## config.mk

```make
export PLATFORM = sky130hd
export DESIGN_NAME = gate_bist_ctrl_flat
export DESIGN_NICKNAME = d
export VERILOG_FILES = /design/src/rtl/gate_bist_ctrl_if.sv /design/src/rtl/gate_bist_ctrl.sv /design/src/flat_wrapper.sv
export SDC_FILE = /design/constraint.sdc
export NUM_CORES = 1
export LEC_CHECK = 0
export CAP_MARGIN = 20
export CORE_MARGIN = 1.5
export CORE_UTILIZATION = 50
export CTS_CLUSTER_SIZE = 40
export DETAILED_ROUTE_END_ITERATION = 12
export GPL_ROUTABILITY_DRIVEN = 0
export PLACE_DENSITY = 0.82
export RECOVER_POWER = 25
export SLEW_MARGIN = 10
export SYNTH_ARGS = -nofsm -noshare
export SYNTH_HDL_FRONTEND = slang
export SYNTH_SLANG_ARGS = --single-unit
```

## constraint.sdc

```tcl
create_clock -name clk_in -period 2.6 [get_ports clk_in]
set_input_delay 0.52 -clock clk_in [delete_from_list [all_inputs] [get_ports clk_in]]
set_output_delay 0.52 -clock clk_in [all_outputs]
set_load 0.1 [all_outputs]
```

## src/rtl/gate_bist_ctrl_if.sv

```systemverilog
// rtl/gate_bist_ctrl_if.sv - signal bundle between the BIST sequencer, its test/config logic and the gate unit
//
// Purpose: groups the start request, vector drive, gate result capture and
// test status signals of gate_bist_ctrl into one interface.
//
// Signals:
//   start_in      test/config -> BIST   start request
//   a_out, b_out  BIST -> gate unit     drive the gate unit a_in / b_in pins
//   gate_res_in   gate unit -> BIST     {not_a, not_b, buf, and, or, nand, nor, xor, xnor}
//   busy_out      BIST -> test/config   run in progress
//   done_out      BIST -> test/config   one-cycle completion pulse
//   pass_out      BIST -> test/config   sticky pass flag
//   fail_mask_out BIST -> test/config   per-gate mismatch accumulation
//   fail_vec_out  BIST -> test/config   per-vector mismatch flags
//
// Modports:
//   slave  - the BIST sequencer itself
//   master - the surrounding logic (test/config side plus the gate unit)

interface gate_bist_ctrl_if;
    logic       start_in;
    logic       a_out;
    logic       b_out;
    logic [8:0] gate_res_in;
    logic       busy_out;
    logic       done_out;
    logic       pass_out;
    logic [8:0] fail_mask_out;
    logic [3:0] fail_vec_out;

    modport slave (
        input  start_in,
        input  gate_res_in,
        output a_out,
        output b_out,
        output busy_out,
        output done_out,
        output pass_out,
        output fail_mask_out,
        output fail_vec_out
    );

    modport master (
        output start_in,
        output gate_res_in,
        input  a_out,
        input  b_out,
        input  busy_out,
        input  done_out,
        input  pass_out,
        input  fail_mask_out,
        input  fail_vec_out
    );
endinterface

```

## src/rtl/gate_bist_ctrl.sv

```systemverilog
// rtl/gate_bist_ctrl.sv - built-in self-test sequencer for the two-input basic-gates unit
//
// Purpose: on a start request, walks the four (a,b) vectors 00, 01, 10, 11
// into the gate unit, holds each for SETTLE_CYCLES cycles plus one check
// cycle, compares the nine gate outputs against the truth table and reports
// per-gate / per-vector failures and an overall pass flag.
//
// Parameters:
//   SETTLE_CYCLES  cycles each vector is held before its check cycle (1..255)
//
// Ports:
//   clk_in   rising-edge clock
//   rst_in   synchronous active-high reset
//   bus      gate_bist_ctrl_if.slave: start_in, gate_res_in in;
//            a_out, b_out, busy_out, done_out, pass_out, fail_mask_out,
//            fail_vec_out out (all outputs registered)

module gate_bist_ctrl #(
    parameter int unsigned SETTLE_CYCLES = 2
) (
    input  logic            clk_in,
    input  logic            rst_in,
    gate_bist_ctrl_if.slave bus
);

    typedef enum logic [1:0] {
        ST_IDLE   = 2'd0,
        ST_SETTLE = 2'd1,
        ST_CHECK  = 2'd2,
        ST_DONE   = 2'd3
    } state_t;

    localparam logic [7:0] CNT_RELOAD = 8'(SETTLE_CYCLES - 1);

    state_t     state_q, state_d;
    logic [1:0] vec_idx_q, vec_idx_d;
    logic [7:0] cnt_q, cnt_d;
    logic       busy_q, busy_d;
    logic       done_q, done_d;
    logic       pass_q, pass_d;
    logic [8:0] fail_mask_q, fail_mask_d;
    logic [3:0] fail_vec_q, fail_vec_d;

    logic       a_cur;
    logic       b_cur;
    logic [8:0] expected;
    logic [8:0] mismatch;

    // The vector index register is the a/b drive, so the pins change on the
    // same edge the index advances.
    assign a_cur = vec_idx_q[1];
    assign b_cur = vec_idx_q[0];

    always_comb begin
        expected = {~a_cur, ~b_cur, a_cur, a_cur & b_cur, a_cur | b_cur,
                    ~(a_cur & b_cur), ~(a_cur | b_cur), a_cur ^ b_cur,
                    ~(a_cur ^ b_cur)};
        mismatch = bus.gate_res_in ^ expected;
    end

    // State register and all datapath flops.
    always_ff @(posedge clk_in) begin
        if (rst_in) begin
            state_q     <= ST_IDLE;
            vec_idx_q   <= 2'd0;
            cnt_q       <= 8'd0;
            busy_q      <= 1'b0;
            done_q      <= 1'b0;
            pass_q      <= 1'b0;
            fail_mask_q <= 9'd0;
            fail_vec_q  <= 4'd0;
        end else begin
            state_q     <= state_d;
            vec_idx_q   <= vec_idx_d;
            cnt_q       <= cnt_d;
            busy_q      <= busy_d;
            done_q      <= done_d;
            pass_q      <= pass_d;
            fail_mask_q <= fail_mask_d;
            fail_vec_q  <= fail_vec_d;
        end
    end

    // Next-state logic.
    always_comb begin
        state_d = state_q;
        case (state_q)
            ST_IDLE: begin
                if (bus.start_in) begin
                    state_d = ST_SETTLE;
                end
            end
            ST_SETTLE: begin
                if (cnt_q == 8'd0) begin
                    state_d = ST_CHECK;
                end
            end
            ST_CHECK: begin
                if (vec_idx_q == 2'd3) begin
                    state_d = ST_DONE;
                end else begin
                    state_d = ST_SETTLE;
                end
            end
            ST_DONE: begin
                state_d = ST_IDLE;
            end
            default: begin
                state_d = ST_IDLE;
            end
        endcase
    end

    // Output / datapath logic.
    always_comb begin
        vec_idx_d   = vec_idx_q;
        cnt_d       = cnt_q;
        pass_d      = pass_q;
        fail_mask_d = fail_mask_q;
        fail_vec_d  = fail_vec_q;

        case (state_q)
            ST_IDLE: begin
                if (bus.start_in) begin
                    vec_idx_d   = 2'd0;
                    cnt_d       = CNT_RELOAD;
                    pass_d      = 1'b0;
                    fail_mask_d = 9'd0;
                    fail_vec_d  = 4'd0;
                end
            end
            ST_SETTLE: begin
                if (cnt_q != 8'd0) begin
                    cnt_d = cnt_q - 8'd1;
                end
            end
            ST_CHECK: begin
                fail_mask_d             = fail_mask_q | mismatch;
                fail_vec_d[vec_idx_q]   = |mismatch;
                if (vec_idx_q != 2'd3) begin
                    vec_idx_d = vec_idx_q + 2'd1;
                    cnt_d     = CNT_RELOAD;
                end else begin
                    // Resolve pass on the last check so it is already valid
                    // while done_out is high.
                    pass_d = ((fail_mask_q | mismatch) == 9'd0);
                end
            end
            default: begin
            end
        endcase

        // Status flags are registered copies of where the FSM is heading.
        busy_d = (state_d != ST_IDLE);
        done_d = (state_d == ST_DONE);
    end

    assign bus.a_out         = a_cur;
    assign bus.b_out         = b_cur;
    assign bus.busy_out      = busy_q;
    assign bus.done_out      = done_q;
    assign bus.pass_out      = pass_q;
    assign bus.fail_mask_out = fail_mask_q;
    assign bus.fail_vec_out  = fail_vec_q;

endmodule
```

## src/flat_wrapper.sv

```systemverilog
// flat-port wrapper written by rule: the top's interface ports become plain ports
module gate_bist_ctrl_flat 
#(
    parameter int unsigned SETTLE_CYCLES = 2
)
  (clk_in, rst_in, bus_start_in, bus_gate_res_in, bus_a_out, bus_b_out, bus_busy_out, bus_done_out, bus_pass_out, bus_fail_mask_out, bus_fail_vec_out);
  gate_bist_ctrl_if bus_i ();
  input  logic clk_in;
  input  logic rst_in;
  input wire logic [$bits(bus_i.start_in)-1:0] bus_start_in;
  input wire logic [$bits(bus_i.gate_res_in)-1:0] bus_gate_res_in;
  output wire logic [$bits(bus_i.a_out)-1:0] bus_a_out;
  output wire logic [$bits(bus_i.b_out)-1:0] bus_b_out;
  output wire logic [$bits(bus_i.busy_out)-1:0] bus_busy_out;
  output wire logic [$bits(bus_i.done_out)-1:0] bus_done_out;
  output wire logic [$bits(bus_i.pass_out)-1:0] bus_pass_out;
  output wire logic [$bits(bus_i.fail_mask_out)-1:0] bus_fail_mask_out;
  output wire logic [$bits(bus_i.fail_vec_out)-1:0] bus_fail_vec_out;
  assign bus_i.start_in = bus_start_in;
  assign bus_i.gate_res_in = bus_gate_res_in;
  assign bus_a_out = bus_i.a_out;
  assign bus_b_out = bus_i.b_out;
  assign bus_busy_out = bus_i.busy_out;
  assign bus_done_out = bus_i.done_out;
  assign bus_pass_out = bus_i.pass_out;
  assign bus_fail_mask_out = bus_i.fail_mask_out;
  assign bus_fail_vec_out = bus_i.fail_vec_out;
  gate_bist_ctrl #(.SETTLE_CYCLES(SETTLE_CYCLES)) u_core (.clk_in(clk_in), .rst_in(rst_in), .bus(bus_i));
endmodule
```

* Yosys cells after proc, flatten, opt, wreduce, memory -nomap -nowiden
Cells that the tools add are included.
Word-level totals: register bits after elaboration 28, output and inout bits 18, input bits 12
Operators by class: bitwise gates (word level) 10, add/subtract/negate cells 2, muxes and demuxes 21, reduce and logical (&&, ||, !) cells 13, equality and inequality tests 10, order comparisons 2
Operator list (number):
- 8-bit two-way mux | 3
- 8-bit one-hot mux with 3 select lines | 1
- 9-bit one-hot mux with 2 select lines | 1
- 2-bit two-way mux | 5
- 9-bit zero test | 1
- 9-bit two-way mux | 1
- 9-bit bitwise OR | 1
- 9-bit OR reduction | 1
- 9-bit XOR | 1
- 2-bit == test (second input constant) | 4
- 8-bit zero test | 1
- 2-bit one-hot mux with 4 select lines | 1
- 4-bit one-hot mux with 2 select lines | 1
- 8-bit nonzero test | 1
- 8-bit by 1-bit subtractor with 8-bit output (second input constant) | 1
- 2-bit != test (second input constant) | 3
- 3-bit AND reduction | 2
- 1-bit inverter | 5
- 4-bit bitwise mux | 1
- 4-bit two-way mux | 1
- 2-bit by 1-bit != test with 1-bit output (second input constant) | 2
- 2-bit one-hot mux with 2 select lines | 1
- 4-bit AND reduction | 1
- 2-bit nonzero test | 2
- other kinds (14) | 16

* Longest topological paths before layout
Gate-level depths: netlist of run 1.
depth in word-level cells 7, gate-level depth with buffers 6, mapped depth without buffers 6

* Least setup slack after synthesis of run 1
No wires, ideal clock.
kind reg2reg, start point register u_core.vec_idx_q[0], end point register u_core.fail_vec_q[0], in the netlist u_core.bus.fail_vec_out[0], slack -171 ps, cell stages (with the launch flop) 7, required time 2467 ps, period minus slack after synthesis 2771 ps, data arrival time 2637 ps, path through dfxtp_1 inv_1 ha_1 or3b_2 a211oi_1 and3_1 o32ai_1
Between the ends: longest elaborated chain between the ends 6
RTL lines:
- start, declared | line gate_bist_ctrl.sv:36 | logic [1:0] vec_idx_q, vec_idx_d;
- start signal, assigned | line gate_bist_ctrl.sv:74 | vec_idx_q <= vec_idx_d;
- 2-bit by 3-bit < comparator with 1-bit output (not written as such) (tied with other cells) | line gate_bist_ctrl.sv:139 | fail_vec_d[vec_idx_q] = |mismatch;
- 1-bit logical AND (not written as such) (tied with other cells) | line gate_bist_ctrl.sv:139
- 1-bit two-way mux (not written as such) or 9-bit XOR (tied branches) | line gate_bist_ctrl.sv:139, gate_bist_ctrl.sv:58
- 1-bit demux with 2-bit select or 9-bit OR reduction (tied branches)
- 4-bit bitwise mux (*) | line gate_bist_ctrl.sv:139
- 4-bit one-hot mux with 2 select lines (*) | line gate_bist_ctrl.sv:122 | case (state_q)
- end signal, assigned | line gate_bist_ctrl.sv:80 | fail_vec_q <= fail_vec_d;
- end, declared | line gate_bist_ctrl.sv:42 | logic [3:0] fail_vec_q, fail_vec_d;
Mark *: on every way between the ends. The rest lies on a longest branch, timed or not. A chain may end at the register's enable or synchronous reset.

* Final worst setup path of run 1
start point register u_core.vec_idx_q[1], end point register u_core.fail_vec_q[0], in the netlist u_core.bus.fail_vec_out[0]
The elaborated chain is that of the path after synthesis.

==> results of run 1 <==
[registers in the layout (all words and copies together) (netlist names)]
register,cells
u_core.bus.fail_vec_out,4
u_core.bus.busy_out,1
u_core.bus.done_out,1
u_core.bus.fail_mask_out,9
u_core.vec_idx_q,2
u_core.state_q,2
u_core.cnt_q,8
u_core.bus.pass_out,1
[cell usage after synthesis]
library cell	count
o2111ai_1	2
nor2_1	15
xnor2_1	5
or4_4	1
o32ai_1	3
nor3b_1	1
and2_1	2
a2bb2o_1	1
nor3_1	5
or2_0	1
nand3b_1	1
and3_1	1
nor2b_1	1
a211oi_1	5
nor4_1	2
a22o_1	1
inv_1	8
nand2b_1	6
o41ai_4	1
or4_2	1
a21oi_1	4
o21a_1	1
ha_1	6
clkbuf_1	6
a2111oi_2	1
or4_1	1
a2111oi_0	2
o21bai_4	1
buf_2	1
clkbuf_2	1
mux2i_1	5
or3b_2	1
nand2_1	21
o41a_4	1
dfxtp_1	28
o22ai_1	2
and2b_1	1
nand4_1	1
a22oi_1	11
mux2_2	1
xor2_1	4
[report_power, final]
group          total, mW  internal, mW  leakage [nW]  switching [mW]
registers          0.530         0.473         0.228          0.0564
clock network      0.296         0.156        0.0279           0.139
logic              0.417         0.163         0.434           0.254
total               1.24         0.792         0.690           0.450
[cell type report]
cell class | count | share of cell area, %
clock buffers | 3 | 1.267
clock inverters | 1 | 1.689
inverters | 8 | 1.689
multi-input cells | 119 | 47.29
flip-flops and latches | 28 | 31.67
well taps | 31 | 2.182
repair buffers | 31 | 14.22
[metal layers]
metal  track usage (%)  vias up
li1                  -      639
met1             24.86      591
met2             36.62       24
met3             5.215        2
met4             4.983        0
met5                 0        -
[placed cells by master, fill, tap and decap left out, types with 2 or more instances in the layout]
cell type | synthesis | routed
a21oi_1 | 4 | 4
xnor2_1 | 5 | 5
a22oi_1 | 11 | 11
nor4_1 | 2 | 2
a211oi_1 | 5 | 5
dfxtp_2 | 0 | 2
o22ai_1 | 2 | 2
xor2_1 | 4 | 4
nand2_1 | 21 | 21
dfxtp_1 | 28 | 26
or4_1 | 1 | 2
a2111oi_0 | 2 | 2
nand2b_1 | 6 | 6
inv_1 | 8 | 8
nor2_1 | 15 | 15
o2111ai_1 | 2 | 2
clkdlybuf4s50_1 | 0 | 9
clkbuf_4 | 0 | 3
o32ai_1 | 3 | 3
ha_1 | 6 | 6
nor3_1 | 5 | 5
dlygate4sd3_1 | 0 | 2
mux2i_1 | 5 | 5
buf_4 | 0 | 18
clkbuf_1 | 6 | 2
[worst min-delay path: cells and delay by family (launching register included)]
family / cells / cell delay [ns]
and+or+nand+nor: 1 / 0.05
DFF: 1 / 0.35
muxes: 1 / 0.06
[per-stage QoR]
stage	utilization (%)	area [µm²]
final	63.92	1778
after CTS	64.33	1789
after global routing	63.92	1778
after detailed placement	62.44	1737
after floorplan	-	1470
after global placement	62.44	1737
[kinds of logic after synthesis]
group | Yosys count | synth area share [%]
and+or+nand+nor | 62 | 20.89
AOI/OAI and AO/OA | 36 | 22.00
DFF | 28 | 38.19
buffers and inverters | 16 | 4.262
xor gates and xnor gates | 9 | 5.370
muxes | 6 | 4.177
adders and majority gates | 6 | 5.115
[worst paths after layout]
kind	endpoint	slack, ns	cells past startpoint	start
max	u_core.bus.fail_vec_out[0]$_SDFFE_PP0P_	0.39	6	u_core.vec_idx_q[1]$_SDFFE_PP0P_
min	u_core.cnt_q[5]$_SDFFE_PP0P_	0.49	2	u_core.cnt_q[5]$_SDFFE_PP0P_
max reg2reg	u_core.bus.fail_vec_out[0]$_SDFFE_PP0P_	0.39	6	u_core.vec_idx_q[1]$_SDFFE_PP0P_
min reg2reg	u_core.cnt_q[5]$_SDFFE_PP0P_	0.49	2	u_core.cnt_q[5]$_SDFFE_PP0P_
==> flow_metrics.tcl, run 1 <==
set metrics [dict create \
    status "finished, final reports clean" \
    drc 0 \
    clk_latency_ns 0.34 \
    cts_setup_buffers 0 \
    track_usage_pct 20.59 \
    antenna_cells 0 \
    highest_layer "met4" \
    grt_max_degree 17 \
    cts-buffers-inserted 3 \
    path_max_fanout 9 \
    met2_length_um 1611 \
    dp_hpwl_um 2394 \
    pre_cts_ws_ns 0.2743 \
    grt_overflow 0 \
    ys.warnings.count 0 \
    endpoint_kind "flop" \
    setup_tns_ns 0 \
    drive_gt1_share_pct 16.32 \
    vdd_drop_max_uv 663.6 \
    hp-class "reg2reg" \
    start_util_pct 52.77 \
    clock_path_buffers 2 \
    critPathBufInv 1 \
    critPathTopFamily "simple AND/OR/NAND/NOR gates" \
    fin_ws_ns 0.3942 \
    p_leak_nw 0.6903 \
    viasPerCell 5.683 \
    cp_cell_sequence "inv_1, ha_1, or3b_2, a211oi_1, and3_1, o32ai_1" \
    syn_inst 163 \
    core_mm2 0.002781 \
    crit_slowest_cell "or3b_2" \
    ys_types 41 \
    cp_data_arrival_time_ns 2.44 \
    fin_cells 221 \
    first_pass_iters 4 \
    cts.clk_slew.worst_paths_ns 0.16 \
    max-cap-violations 0 \
    multi_input_area_um2 840.8 \
    setup_viol 0 \
    syn_to_final_growth_pct 21.14 \
    synth_top_area_cell "dfxtp_1" \
    syn_nets 181 \
    required_ns 2.84 \
    grt_pass1_vias 1209 \
    cp-start-kind "flop" \
    die-width_um 57.18 \
    routed_wl_um 3194 \
    max_freq_mhz 453.3 \
    final_hold_viol_count 0 \
    cts_tree "yes" \
    ant_nets 0 \
    regArea_um2 563.0 \
    syn-cell-area_mm2 0.001468 \
    cts-root-buf "clkbuf_4" \
    period_share_pct 84.84 \
    routedWlPerCell_um 14.45 \
    skew_ns 0.009003 \
    dpl.cell_count 217 \
    fin_crit_ns 2.206 \
    cellPowerDensity_mw_per_mm2 698.7 \
    slew_headroom_pct 23.32 \
    vias 1256 \
    hold_buffers 0 \
    drv_slew 0 \
    max_stage_delay_ns 0.49 \
    rsz0062_at_grt "no" \
    synth-seq-cells 28 \
    drtIter0Drc 48 \
    ys_top_cells_by_area "dfxtp_1 (38%), a22oi_1 (5.6%), nand2_1 (5.4%)" \
    die_y_um 57.18 \
    p_total_mw 1.242 \
    synth_top_area_share_pct 38.19 \
    port_buffers 29 \
    worst_pin_slew_ns 1.155 \
    cts_sinks 28 \
    fin_nets 209 \
    ctsResizeCount 0 \
    wl_met1_um 1458 \
    antenna_found_initial 0 \
    worst-setup-path-type "reg2reg" \
    fin_worst_hold_slack_ns 0.4882 \
    num-fill-cells 232 \
    rows 19 \
    seq_area_frac_synth_pct 38.19 \
    dieArea_mm2 0.003270 \
    synth_area_per_cell_um2 9.004 \
    grt_pass1_wl_um 5319 \
    cts_max_level 1 \
    dr_wl_met3_um 108 \
    boundaryPins 30 \
]
Power figures use the tool's default switching activity.
==> run 2, diff against run 1 <==
==> constraint.sdc (replaced) <==
create_clock -name clk_in -period 2.1 [get_ports clk_in]
set_input_delay 0.42 -clock clk_in [delete_from_list [all_inputs] [get_ports clk_in]]
set_output_delay 0.42 -clock clk_in [all_outputs]
set_load 0.1 [all_outputs]
==> flow_metrics.tcl, run 2 (synthesized netlist as in run 1, its figures left out) <==
set metrics [dict create \
    met3_usage_pct 3.628 \
    grt_pass1_vias 1290 \
    viasPerCell 5.730 \
    cts.clk_slew.worst_paths_ns 0.15 \
    cts_max_level 1 \
    clock_path_buffers 2 \
    vias 1318 \
    status "finished, final reports clean" \
    fin_area_mm2 0.001854 \
    place_area_mm2 0.001822 \
    fin_worst_hold_slack_ns 0.4900 \
    worst-setup-path-type "reg2reg" \
    hp-class "reg2reg" \
    max_stage_delay_ns 0.51 \
    cts_tree "yes" \
    dp_hpwl_um 2631 \
    cp_cell_sequence "inv_1, ha_1, inv_1, o41ai_4, a2111oi_1, mux2i_1" \
    max-cap-violations 0 \
    rsz0062_at_grt "no" \
    dieArea_mm2 0.003270 \
    routedWlPerCell_um 14.97 \
    fin_crit_ns 1.947 \
    path_max_fanout 7 \
    cp-start-kind "flop" \
    skew_ns 0.002858 \
    cts_setup_buffers 0 \
    final_hold_viol_count 0 \
    track_usage_pct 22.61 \
    clk_latency_ns 0.33 \
    antenna_found_initial 0 \
    final_common_cell "dfxtp_1" \
    port_buffers 29 \
    endpoint_kind "flop" \
    grt.met1_usage_pct 31.31 \
    vdd_drop_max_uv 541.3 \
    antenna_cells 0 \
    cts_sinks 28 \
    cts-buffers-inserted 3 \
    largest_reg_flops 9 \
    drv_slew 0 \
    worst_pin_slew_ns 0.5730 \
    required_ns 2.37 \
    cellPowerDensity_mw_per_mm2 816.2 \
    routed_wl_um 3443 \
    drive_gt1_share_pct 23.62 \
    slew_headroom_pct 61.72 \
    setup_viol 0 \
    syn_to_final_growth_pct 26.34 \
    period_share_pct 92.70 \
    p_leak_nw 0.7270 \
    die-width_um 57.18 \
    drc 0 \
    grt_overflow 0 \
    rows 19 \
    layout.cells.most_common_list "dfxtp_1 (26), nand2_1 (21), buf_4 (21)" \
    start_util_pct 52.77 \
    cp_data_arrival_time_ns 2.22 \
    ant_nets 0 \
    hold_buffers 0 \
    busiest_layer "met2" \
    cts-root-buf "clkbuf_4" \
    boundaryPins 30 \
    met2_usage_pct 36.78 \
    max_freq_mhz 513.7 \
    cp_common_cell "inv_1" \
    grt_max_degree 16 \
    die_y_um 57.18 \
    core_mm2 0.002781 \
    crit_slowest_cell "a2111oi_1" \
    grt_pass1_wl_um 5878 \
    drtIter0Drc 40 \
    fin_nets 218 \
    first_pass_iters 5 \
]
==> run 2: cell count changes in the layout (fill, tap and decap cells not counted), moves of 2 or more <==
cell,delta
a2111oi_0,-2
buf_4,+3
dfxtp_2,-2
dfxtp_4,+2
clkbuf_2,+7
==> run 2: worst max-delay path: cells and delay by family, from the launching register on <==
kind                     cells  cell delay [ns]
AO/OA/AOI/OAI                2             0.67
flip-flops                   1             0.47
buffers and inverters        2             0.29
multiplexers                 1             0.24
adder cells (fa/ha/maj)      1             0.21
==> run 2: stage by stage <==
| stage | util, % | std cells | TNS, ns | power, mW | worst slack [ns] |
|---|---|---|---|---|---|
| finish | 66.67 | 230 | 0 | 1.514 | 0.1534 |
| global route | 66.67 | 230 | 0 | 1.599 | 0.0004134 |
| CTS | 66.85 | 230 | 0 | 1.502 | 0.06625 |
| detailed placement | 65.50 | 226 | -0.5500 | 1.237 | -0.2089 |
| global placement | 65.50 | 226 | 0 | 1.203 | 0.01057 |
| floorplan | - | 163 | 0 | 1.087 | 0.03075 |
==> run 2: final cells by class <==
class / count / area, µm²
clock buffer: 4 / 36.28
fill: 230 / 927.1
inverter: 8 / 30.03
multi-input combinational: 119 / 874.6
sequential: 28 / 568.0
tap: 31 / 38.79
timing repair buffer: 40 / 306.5
==> run 2: repair_timing <==
action,4_1_cts,5_1_grt
pin swaps,0,0
endpoints found under the setup margin,1,7
resized for setup,1,5
==> run 2: metal layers <==
| layer | part of all wire, % | wire length [µm] |
|---|---|---|
| met2 | 48 | 1637 |
| met3 | 5.2 | 178 |
| met5 | 0 | 0 |
| met4 | 0.49 | 17 |
| met1 | 47 | 1609 |
==> run 2: worst paths after layout <==
kind | cells after the start | slack [ns] | to | start
max reg2reg | 6 | 0.15 | u_core.cnt_q[3]$_SDFFE_PP0P_ | u_core.cnt_q[0]$_SDFFE_PP0P_
max | 6 | 0.15 | u_core.cnt_q[3]$_SDFFE_PP0P_ | u_core.cnt_q[0]$_SDFFE_PP0P_
min reg2reg | 2 | 0.49 | u_core.cnt_q[5]$_SDFFE_PP0P_ | u_core.cnt_q[5]$_SDFFE_PP0P_
min | 2 | 0.49 | u_core.cnt_q[5]$_SDFFE_PP0P_ | u_core.cnt_q[5]$_SDFFE_PP0P_
==> run 2: report_power, final <==
group / internal (mW) / switching, mW / leakage, nW
clock: 0.106 / 0.165 / 0.0210
combinational: 0.244 / 0.335 / 0.477
sequential: 0.584 / 0.0784 / 0.229
